File: config.mk
export PLATFORM = sky130hd
export DESIGN_NAME = addsub_serial
export DESIGN_NICKNAME = d
export VERILOG_FILES = /design/src/rtl/addsub_pkg.sv /design/src/rtl/addsub_digit.sv /design/src/rtl/addsub_serial.sv
export SDC_FILE = /design/constraint.sdc
export NUM_CORES = 1
export LEC_CHECK = 0
export ABC_AREA = 1
export CAP_MARGIN = 20
export CORE_MARGIN = 10
export CORE_UTILIZATION = 45
export CTS_BUF_LIST = sky130_fd_sc_hd__clkbuf_8
export CTS_CLUSTER_SIZE = 28
export DETAILED_ROUTE_END_ITERATION = 8
export PLACE_DENSITY = 0.72
export SYNTH_ARGS = -nofsm -noshare
export SYNTH_HDL_FRONTEND = slang
export SYNTH_HIERARCHICAL = 1
export SYNTH_SLANG_ARGS = --single-unit
File: constraint.sdc
create_clock -name clk -period 2.5 [get_ports clk]
set_clock_uncertainty 0.15 [all_clocks]
set_input_delay 0.5 -clock clk [delete_from_list [all_inputs] [get_ports clk]]
set_output_delay 0.5 -clock clk [all_outputs]
set_load 0.1 [all_outputs]
File: src/rtl/addsub_pkg.sv
// Shared types and helpers for the serial add/subtract unit.
package addsub_pkg;

    typedef enum logic [1:0] {
        IDLE = 2'd0,
        RUN  = 2'd1,
        FIN  = 2'd2
    } addsub_state_t;

    localparam logic AS_ADD = 1'b0;
    localparam logic AS_SUB = 1'b1;

    // Widest result the saturation helper can describe.
    localparam int unsigned SAT_MAX_WIDTH = 64;

    // Saturation pattern for a result of the given width.
    // neg=1 -> most negative value, neg=0 -> most positive value.
    // Only the low 'width' bits are meaningful; the rest are zero.
    function automatic logic [SAT_MAX_WIDTH-1:0] sat_value(input logic neg, input int unsigned width);
        logic [SAT_MAX_WIDTH-1:0] v;
        v = '0;
        for (int unsigned i = 0; i < SAT_MAX_WIDTH; i++) begin
            if (i + 1 < width) begin
                v[i] = ~neg;
            end else if (i + 1 == width) begin
                v[i] = neg;
            end
        end
        return v;
    endfunction

endpackage

File: src/rtl/addsub_digit.sv
// Combinational DIGIT-bit ripple-carry slice used once per clock by the serial unit.
module addsub_digit #(
    parameter int DIGIT = 4
) (
    input  logic [DIGIT-1:0] x,
    input  logic [DIGIT-1:0] y,
    input  logic             cin,
    output logic [DIGIT-1:0] sum,
    output logic             cout
);

    logic [DIGIT:0] carry;

    assign carry[0] = cin;

    // One full adder per bit, chained LSB to MSB.
    for (genvar gi = 0; gi < DIGIT; gi++) begin : g_bit
        assign sum[gi]     = x[gi] ^ y[gi] ^ carry[gi];
        assign carry[gi+1] = (x[gi] & y[gi]) | (carry[gi] & (x[gi] ^ y[gi]));
    end

    assign cout = carry[DIGIT];

endmodule

File: src/rtl/addsub_serial.sv
// Multi-cycle two's-complement adder/subtractor. Operands are consumed LSB-first,
// DIGIT bits per clock, through a single ripple slice. Signed overflow flag and
// optional saturation are applied when the last slice has been accumulated.
module addsub_serial
    import addsub_pkg::*;
#(
    parameter int WIDTH = 16,
    parameter int DIGIT = 4
) (
    input  logic             clk,
    input  logic             rst,
    input  logic             start,
    input  logic [WIDTH-1:0] a,
    input  logic [WIDTH-1:0] b,
    input  logic             as,
    input  logic             sat,
    output logic             busy,
    output logic             done,
    output logic [WIDTH-1:0] s,
    output logic             cout,
    output logic             ov,
    output logic             zero
);

    localparam int NDIG = WIDTH / DIGIT;
    localparam int CW   = $clog2(NDIG + 1);

    if ((WIDTH % DIGIT) != 0 || WIDTH < 2 || WIDTH > int'(SAT_MAX_WIDTH)) begin : g_param_check
        $error("addsub_serial: WIDTH must be in 2..64 and a multiple of DIGIT");
    end

    addsub_state_t    state;
    logic [WIDTH-1:0] a_reg;
    logic [WIDTH-1:0] bx_reg;
    logic [WIDTH-1:0] res_reg;
    logic             carry_reg;
    logic             sat_reg;
    logic             a_msb_reg;
    logic             bx_msb_reg;
    logic [CW-1:0]    cnt_reg;

    logic [DIGIT-1:0] slice_sum;
    logic             slice_cout;
    logic [WIDTH-1:0] res_next;
    logic             ov_raw;
    logic [WIDTH-1:0] s_final;

    addsub_digit #(
        .DIGIT (DIGIT)
    ) u_digit (
        .x    (a_reg[DIGIT-1:0]),
        .y    (bx_reg[DIGIT-1:0]),
        .cin  (carry_reg),
        .sum  (slice_sum),
        .cout (slice_cout)
    );

    // New slice enters the result register from the top so that after NDIG
    // slices the LSB slice has reached bit 0.
    if (NDIG == 1) begin : g_res_single
        assign res_next = slice_sum;
    end else begin : g_res_multi
        assign res_next = {slice_sum, res_reg[WIDTH-1:DIGIT]};
    end

    // Signed overflow and optional saturation of the completed raw sum.
    always_comb begin
        ov_raw  = (a_msb_reg == bx_msb_reg) && (res_reg[WIDTH-1] != a_msb_reg);
        s_final = res_reg;
        if (sat_reg && ov_raw) begin
            s_final = WIDTH'(sat_value(a_msb_reg, WIDTH));
        end
    end

    // Control FSM, operand/result shift registers and output registers.
    always_ff @(posedge clk or posedge rst) begin
        if (rst) begin
            state      <= IDLE;
            a_reg      <= '0;
            bx_reg     <= '0;
            res_reg    <= '0;
            carry_reg  <= 1'b0;
            sat_reg    <= 1'b0;
            a_msb_reg  <= 1'b0;
            bx_msb_reg <= 1'b0;
            cnt_reg    <= '0;
            busy       <= 1'b0;
            done       <= 1'b0;
            s          <= '0;
            cout       <= 1'b0;
            ov         <= 1'b0;
            zero       <= 1'b0;
        end else begin
            done <= 1'b0;
            case (state)
                IDLE: begin
                    if (start) begin
                        // Subtraction is A + ~B + 1: invert B here, inject the +1 as carry-in.
                        a_reg      <= a;
                        bx_reg     <= b ^ {WIDTH{as}};
                        carry_reg  <= (as == AS_SUB);
                        sat_reg    <= sat;
                        a_msb_reg  <= a[WIDTH-1];
                        bx_msb_reg <= b[WIDTH-1] ^ as;
                        cnt_reg    <= '0;
                        busy       <= 1'b1;
                        state      <= RUN;
                    end
                end
                RUN: begin
                    a_reg     <= a_reg >> DIGIT;
                    bx_reg    <= bx_reg >> DIGIT;
                    res_reg   <= res_next;
                    carry_reg <= slice_cout;
                    cnt_reg   <= cnt_reg + 1'b1;
                    if (cnt_reg == CW'(NDIG - 1)) begin
                        state <= FIN;
                    end
                end
                FIN: begin
                    s     <= s_final;
                    cout  <= carry_reg;
                    ov    <= ov_raw;
                    zero  <= (s_final == '0);
                    done  <= 1'b1;
                    busy  <= 1'b0;
                    state <= IDLE;
                end
                default: begin
                    busy  <= 1'b0;
                    state <= IDLE;
                end
            endcase
        end
    end

endmodule

==> impl_metrics.tcl <==
set metrics [dict create \
    outcome "finished clean" \
    fin_cells 537 \
    drc 0 \
    worst-r2r-setup-slack_ps 130 \
    tns_ps 0 \
    path_max_fanout 2 \
    relSlewSlack_pct 72.6 \
    via_per_inst 4.94 \
    final_common_cell "nand2_1" \
    dieWidth_um 109 \
    port_buffers 57 \
    core_um2 7730 \
    crit_type "flip-flop to flip-flop" \
    drtIter0Drc 166 \
    vias 2651 \
    end_kind "flip-flop" \
    post_cts.resized_instances 0 \
    layout_common_cells "nand2_1, dfrtp_1, clkdlybuf4s50_1, buf_4, inv_1" \
    synth_nets 416 \
    antenna_left 0 \
    hold_violations 0 \
    fin_nets 473 \
    tritoncts "built" \
    clock.fmax_mhz 423 \
    worst_ep_arrival_time_ps 2480 \
    area_growth_pct 21.3 \
    fp.dieH_um 109 \
    cp_slowest_cell "fa_1" \
    dpl.cell_count 521 \
    fin_crit_ps 2370 \
    critPathBufInv 4 \
    finalPower_mw 6.56 \
    cp_cell_sequence "fa_1, inv_1, fa_1, inv_1, fa_1, inv_1, fa_1, inv_1, nand2_1, o21ai_0" \
    grt_pass1_vias 2678 \
    clk_latency_ps 340 \
    rsz0062_at_grt "false" \
    drtPass1Iterations 4 \
    clock_sinks 78 \
    crit_family "adder cells" \
    fill_cells 696 \
    hold_buffers 0 \
    drt-total-wl_um 7310 \
    maxSlewViolCount 0 \
    antenna_found_initial 0 \
    diodes 0 \
    cts.path.max_buffers 2 \
    post-route-period-util_pct 94.6 \
    grt_max_degree 79 \
    wire_per_inst_um 13.6 \
    p_leak_nw 2.04 \
    tightestPinTransition_ps 411 \
    yosys.cell_types.count 34 \
    yosysSeqAreaShare_pct 54.8 \
    finalSetupViolCount 0 \
    start_util_pct 46.1 \
    netlist_instances 373 \
    globalRoute.totalOverflow 0 \
    clkSlewWorstSetupHoldPaths_ps 80 \
    cpPeakStageDelay_ps 420 \
    post-cts-setup-buffers 0 \
    ys_ff_latch 78 \
    syn_avg_cell_area_um2 9.56 \
    dp_hpwl_um 5100 \
    synth_area_um2 3560 \
    cts-buffers-inserted 9 \
    yosys_warnings 6 \
    final_core_util_pct 56.0 \
    power.density_nw_per_um2 1520 \
    place.gp.congestion 0.790 \
    cap_violations 0 \
    ios 58 \
    required_ps 2620 \
    grt_first_pass_wirelength_um 12400 \
    vdd_drop_max_uv 425 \
    cp-start-kind "flip-flop" \
    track_usage_pct 12.9 \
    drive_above_1_share_pct 17.2 \
    htree_levels 3 \
    std_cell_rows 32 \
    die_area_um2 11900 \
    clock_tree.root_cell "clkbuf_8" \
    hp-class "flip-flop to flip-flop" \
]
[final cells by class]
class                           instances  area, µm²  share of cell area [%]
Clock buffer                           10        138                    3.18
Sequential cell                        78       1950                    45.1
Clock inverter                          6       37.5                   0.868
Multi-Input combinational cell        247       1370                    31.6
Tap cell                              102        128                    2.95
Timing Repair Buffer                   64        583                    13.5
Inverter                               30        119                    2.75
[kinds of logic (layout without fill, tap and decap cells)]
| family | count (synthesis) | count (layout) | share of synthesized area (%) |
|---|---|---|---|
| AO/OA/AOI/OAI | 66 | 66 | 13.0 |
| XOR/XNOR | 16 | 16 | 3.93 |
| adder cells (fa/ha/maj) | 6 | 6 | 2.95 |
| buffers and inverters | 48 | 110 | 6.84 |
| flip-flops | 78 | 78 | 54.8 |
| AND/OR/NAND/NOR | 159 | 159 | 18.5 |
[cell usage after synthesis]
master    count  share of area, %
buf_6         3              0.95
xnor2_1      15               3.7
o21ai_2       4              0.98
nor2_1       20               2.1
nand4_1       1              0.18
buf_2         7              0.98
xor2_1        1              0.25
inv_2         5              0.53
buf_8         1              0.42
nand3_4       1              0.49
nand2_4       3              0.95
o21ai_1       2              0.28
o211ai_1      7               1.5
dfrtp_1      78                55
a22o_1        1              0.25
fa_1          4               2.2
o21a_1        1              0.21
nand2_2       4              0.70
ha_1          2              0.70
nand3_1       4              0.56
o221ai_1      4              0.98
buf_4         5               1.1
a31oi_1       4              0.70
o21ai_0      13               1.8
nand3_2       1              0.28
a22oi_1      13               2.7
buf_1         2              0.21
o22ai_1       4              0.70
a21oi_2      10               2.5
inv_4         1              0.18
inv_1        24               2.5
a21oi_1       3              0.42
nand2_1     124                13
nor2_2        1              0.18
[power breakdown]
group	switching [mW]	internal, mW
Combinational	2.49	0.995
Clock	0.454	0.382
Sequential	0.389	1.86
[worst min-delay path, stage by stage, from the launching register on]
cell     delay (ps)
dfrtp_1         350
nand2_1          50
nand2_1          50
[metrics by stage]
step	worst slack (ps)	hold WS [ps]	cell area [µm²]
global placement	235	305	4150
CTS	136	335	4330
global route	5.38	355	4330
detailed placement	151	316	4150
finish	134	334	4330
floorplan	278	292	3570
[path summary, 6_finish.rpt]
path | startpoint | end | cells past startpoint
worst min register to register | a_reg[13] | a_reg[13] | 2
worst min-delay path | a_reg[13] | a_reg[13] | 2
max in group asynchronous | rst | a_reg[0] | 3
min in group asynchronous | rst | s[15] | 3
worst max register to register | bx_reg[0] | res_reg[15] | 10
worst max-delay path | bx_reg[0] | res_reg[15] | 10
[routing by layer]
layer / global-route usage (%) / up-vias / routed length (µm)
met5: 0 / - / 0
met3: 3.78 / 4 / 487
met1: 15.7 / 1263 / 3300
met4: 5.27 / 0 / 51
met2: 20.8 / 68 / 3470
li1: - / 1316 / -
Power figures use the tool's default switching activity.
